### src/rtl/ifetch.sv
// Instruction fetch stage: PC register, async instruction memory port, one-entry output slot.
// Optional IFETCH_ALIGN_CHECK_EN: keep redirect targets unmodified and fault on misaligned PCs.
module ifetch #(
  parameter logic [31:0] RESET_PC = 32'h0000_0000,
  parameter int          NMEM     = 256
) (
  input  logic        clk,
  input  logic        rst,
  output logic [31:0] im_addr,
  input  logic [31:0] im_data,
  output logic        out_valid,
  input  logic        out_ready,
  output logic [31:0] out_inst,
  output logic [31:0] out_pc,
  input  logic        redirect,
  input  logic [31:0] redirect_pc,
  output logic        fault,
  output logic [31:0] fault_pc,
  output logic [31:0] fetch_cnt
);
  typedef enum logic [1:0] {BOOT, RUN, FLT} state_t;

  localparam logic [31:0] LIMIT = 32'(NMEM * 4);

  state_t      state;
  logic [31:0] pc;
  logic [31:0] target;
  logic        load;
  logic        legal;

  assign im_addr = pc;
  assign load    = ~out_valid | out_ready;

`ifdef IFETCH_ALIGN_CHECK_EN
  assign target = redirect_pc;
  assign legal  = (pc < LIMIT) && (pc[1:0] == 2'b00);
`else
  assign target = {redirect_pc[31:2], 2'b00};
  assign legal  = (pc < LIMIT);
`endif

  always_ff @(posedge clk) begin
    if (rst) begin
      state     <= BOOT;
      pc        <= RESET_PC;
      out_valid <= 1'b0;
      out_inst  <= '0;
      out_pc    <= '0;
      fault     <= 1'b0;
      fault_pc  <= '0;
      fetch_cnt <= '0;
    end else begin
      case (state)
        BOOT: state <= RUN;
        RUN, FLT: begin
          if (redirect) begin
            // Redirect discards whatever sits in the slot, even if decode takes it now.
            pc        <= target;
            out_valid <= 1'b0;
            fault     <= 1'b0;
            state     <= RUN;
          end else if (state == RUN) begin
            if (out_valid && out_ready) fetch_cnt <= fetch_cnt + 32'd1;
            if (load) begin
              if (legal) begin
                out_inst  <= im_data;
                out_pc    <= pc;
                out_valid <= 1'b1;
                pc        <= pc + 32'd4;
              end else begin
                fault     <= 1'b1;
                fault_pc  <= pc;
                out_valid <= 1'b0;
                state     <= FLT;
              end
            end
          end
        end
        default: state <= BOOT;
      endcase
    end
  end
endmodule

### config.mk
export PLATFORM = sky130hd
export DESIGN_NAME = ifetch
export DESIGN_NICKNAME = d
export VERILOG_FILES = /design/src/rtl/ifetch.sv
export SDC_FILE = /design/constraint.sdc
export NUM_CORES = 1
export LEC_CHECK = 0
export BUFFER_PORTS_ARGS = -buffer_cell sky130_fd_sc_hd__buf_2
export CORE_MARGIN = 2
export CORE_UTILIZATION = 45
export DETAILED_ROUTE_END_ITERATION = 10
export GPL_ROUTABILITY_DRIVEN = 0
export PLACE_DENSITY = 0.73
export SETUP_SLACK_MARGIN = 0.2
export SKIP_LAST_GASP = 1
export SLEW_MARGIN = 0
export SYNTH_ARGS = -nofsm -noshare
export SYNTH_HDL_FRONTEND = slang
export SYNTH_SLANG_ARGS = --single-unit
### constraint.sdc
create_clock -name clk -period 3.1 [get_ports clk]
set_input_delay 0.775 -clock clk [delete_from_list [all_inputs] [get_ports clk]]
set_output_delay 0.775 -clock clk [all_outputs]
set_load 0.02 [all_outputs]
Word-level counts from Yosys, hierarchy flattened
Index checks and enable logic that the tools add are counted.

Output and inout bits: 162. Register bits after elaboration: 164. Input port bits: 68.

Bitwise gates (word level): 4. Mux-type cells: 17. Add/subtract/negate cells: 2. Order comparisons: 1. Eq/ne operators: 6. Reduce and logical (&&, ||, !) cells: 13.

Operators by type and width (count): 32-bit 2-to-1 mux (4); 32-bit by 1-bit adder with 32-bit output, second input constant (1); 32-bit by 3-bit adder with 32-bit output, second input constant (1); 32-bit by 11-bit less-than comparator with 1-bit output, second input constant (1); 4-bit AND reduction (3); 5-bit AND reduction (2); 3-bit != test, second input constant (3); 1-bit 2-to-1 mux (8); 2-bit 2-to-1 mux (4); 3-bit AND reduction (2); 2-bit nonzero test (3); 2-bit case mux with 2 select lines (1); 1-bit inverter (3); 2-bit by 1-bit == test with 1-bit output, second input constant (1); 2-bit == test, second input constant (1); 2-bit logical NOT (1); 2-bit != test, second input constant (1); 2-bit OR reduction (1); 1-bit logical AND (1); 1-bit bitwise OR (1).

Longest topological paths before layout
Depth after elaboration: 6. Depth in mapped cells: 8. Gate-level depth less buffers: 7.

Least setup slack after synthesis
OpenSTA, ideal clock, no wires.

Path type: in2reg. From: in redirect. To: reg fetch_cnt[30]. Slack: 0.746 ns. Arrival time: 2.284 ns. Data required time: 3.030 ns. Library setup time: 0.070 ns. Cell stages on the path: 6. Path buffers: 1. Path through: and4b_1 nand4_1 or3_1 buf_6 or3_1 a21oi_1.

Cells in the longest elaborated chain, start to end: 2.

RTL lines: start, declared (RTL line 15) `input logic redirect,`; 1-bit inverter (no source line); 4-bit AND reduction (no source line); end signal, assigned (RTL line 63) `if (out_valid && out_ready) fetch_cnt <= fetch_cnt + 32'd1;`; end, declared (RTL line 19) `output logic [31:0] fetch_cnt`.

No other way between the ends. A chain may end at the register's enable or synchronous reset.

Worst setup path after layout
From: reg fetch_cnt[13]. To: reg fetch_cnt[30].

Cells in the longest elaborated chain, start to end: 1.

RTL lines (RTL line): 32-bit by 1-bit adder with 32-bit output (63).

No other way between the ends.

==> results_dict.tcl <==
set metrics [dict create \
    drc 0 \
    intPower_mw 3.64 \
    antenna_left 0 \
    grt.total_usage_pct 22.6 \
    status "finished, final reports clean" \
    antenna_found_initial 1 \
    clockBufferDepth 2 \
    dieArea_sq_mm 0.0152 \
    finalCriticalPeriod_ns 2.42 \
    dp_hpwl_mm 11.8 \
    grt_overflow 0 \
    synth_seq_cells 158 \
    vias 5910 \
    synthFlopType "dfxtp_1" \
    fin_skew_ns 0.00844 \
    die_width_um 123 \
    synth_top_area_cell "dfxtp_1" \
    grt_pass1_wl_mm 27.0 \
    finalPower_mw 5.07 \
    start_util_pct 46.2 \
    final_common_cell "buf_2" \
    cts_buffers 17 \
    crit_type "flip-flop to flip-flop" \
    timing.setup.tns_ns 0 \
    wl_mm 17.1 \
    worst_pin_slew_ns 1.11 \
    swShare_pct 28.1 \
    synthCells 737 \
    hold_viol 0 \
    io_pins 230 \
    synth_cell_types 51 \
    first_iter_violations 323 \
    rows 43 \
    slew-limit-headroom_pct 25.6 \
    synth_edf_count 0 \
    clk_pin_slew_ns 0.06 \
    r2r_setup_slack_ns 0.68 \
    layout.nets 1019 \
    cts_resized 0 \
    finalMaxSlewViolations 0 \
    drt-wirelength-per-cell_um 15.0 \
    first_global_vias 5554 \
    required_ns 3.44 \
    postCtsSetupBuffers 0 \
    netlist_area_sq_mm 0.00642 \
    yosysWarnings 0 \
    syn2layout_area_growth_pct 29.3 \
    critical_path_arrival_ns 2.77 \
    end_kind "flip-flop" \
    cts_root_buf "clkbuf_16" \
    setup_viol 0 \
    synth_seq_area_share_pct 49.3 \
    cts_tree "done" \
    maxCapViolations 0 \
    numPortBuffers 221 \
    hp-class "flip-flop to flip-flop" \
    crit_fanout 10 \
    numClockSinks 158 \
    firstDrtPassIters 5 \
    max_freq_ghz 0.412 \
    layout_worst_path_cycle_share_pct 78.2 \
    power_frac_comb_pct 14.7 \
    cts-htree-levels 4 \
    startpoint_type "flip-flop" \
    clock_latency_ns 0.42 \
    peakVddDrop_uv 372 \
    final_cell_mix "buf_2, dfxtp_1, nand2_1, nor2_1, a21oi_1" \
    ctsHoldBuffers 0 \
    antenna_cells 0 \
    die_h_um 123 \
    synth.area.top_cells "dfxtp_1, mux2i_1, nand2_1, nor2_1, a21oi_1" \
    clockPowerShare_pct 41.7 \
    async_flop_share_pct 0 \
    synth_top_area_share_pct 49.3 \
    rsz0062_at_grt "no" \
    p_switching_mw 1.43 \
    vias_per_cell 5.19 \
    power.density_mw_per_mm2 611 \
    pwr-share-seq_pct 43.6 \
    power_leakage_nw 3.54 \
    core_area_sq_mm 0.0139 \
    layout-drive-gt1-share_pct 28.9 \
    syn_area_per_cell_sq_um 8.71 \
    grt_max_degree 50 \
]
-- metrics by stage --
stage | instance area, sq um | util (%) | hold slack (ns) | cells | setup slack (ns)
after global routing | 8300 | 59.8 | 0.466 | 1139 | 0.447
after global placement | 7690 | 55.4 | 0.436 | 1107 | 0.352
after CTS | 8300 | 59.8 | 0.452 | 1139 | 0.681
after floorplan | 6430 | - | 0.485 | 742 | 0.746
after detailed placement | 7690 | 55.4 | 0.439 | 1107 | 0.328
final | 8300 | 59.8 | 0.450 | 1139 | 0.675
-- power groups by stage --
stage / Combinational, mW / Clock, mW / Sequential (mW)
detailed placement: 0.739 / 0 / 2.25
floorplan: 0.390 / 0 / 2.31
global route: 0.818 / 2.24 / 2.22
global placement: 0.734 / 0 / 2.25
CTS: 0.743 / 2.16 / 2.21
finish: 0.743 / 2.11 / 2.21
-- worst max-delay path, cell delays in order (launching register included) --
cell     delay (ns)
dfxtp_1        0.43
nand4_2        0.15
or4_1          0.64
or3_1          0.57
or3_1          0.40
a21oi_1        0.16
-- cells in the mapped netlist (3+ instances only) --
| master | count |
|---|---|
| a31oi_1 | 4 |
| o21ai_1 | 4 |
| or3_1 | 12 |
| nor2b_1 | 3 |
| nor4_1 | 16 |
| nand4_1 | 14 |
| a211oi_1 | 6 |
| a22o_1 | 8 |
| nand2_1 | 110 |
| o21ai_0 | 19 |
| a21oi_1 | 55 |
| mux2i_1 | 42 |
| o21a_1 | 3 |
| inv_1 | 10 |
| clkbuf_1 | 35 |
| xnor2_1 | 17 |
| nor3_1 | 12 |
| buf_4 | 7 |
| o31ai_1 | 7 |
| dfxtp_1 | 158 |
| o41ai_1 | 5 |
| nand3_1 | 21 |
| xor2_1 | 6 |
| nor2_1 | 88 |
| and2_1 | 25 |
| buf_2 | 6 |
| and4_1 | 9 |
| ha_1 | 5 |
-- area by class of cell --
cell class                 instances  area (sq um)
clock inverter                    11           130
inverter                          11          42.5
multi-input combinational        522          3010
fill                            1298          5580
tap                              180           225
timing repair buffer             236          1250
clock buffer                      21           480
sequential                       158          3160
-- cell families after synthesis --
logic type / Yosys count / synth area share [%]
XOR/XNOR: 23 / 3.14
multiplexers: 43 / 6.73
AO/OA/AOI/OAI: 121 / 11.4
flip-flops: 158 / 49.3
other: 1 / 0.0584
adder cells (fa/ha/maj): 5 / 0.975
AND/OR/NAND/NOR: 324 / 24.1
buffers and inverters: 62 / 4.29
-- metal layers --
layer / share of wire, % / global-route usage [%] / vias to the layer above
li1: - / - / 2955
met1: 44 / 29.0 / 2717
met2: 45 / 35.0 / 222
met3: 8.7 / 7.56 / 16
met4: 1.4 / 9.09 / 0
met5: 0 / 0 / -
-- state kept, by name (all words and copies together) (netlist names) --
name,cells
fault,1
fault_pc,30
fetch_cnt,32
im_addr,30
out_inst,32
out_pc,30
out_valid,1
state,2
-- worst paths after layout --
path | startpoint | end | depth (start not counted)
worst max-delay path | fetch_cnt[13] | fetch_cnt[30] | 5
worst min-delay path | fault_pc[28] | fault_pc[28] | 2
worst max register to register | fetch_cnt[13] | fetch_cnt[30] | 5
worst min register to register | fault_pc[28] | fault_pc[28] | 2
No activity file was read; power rests on OpenSTA's default activity.
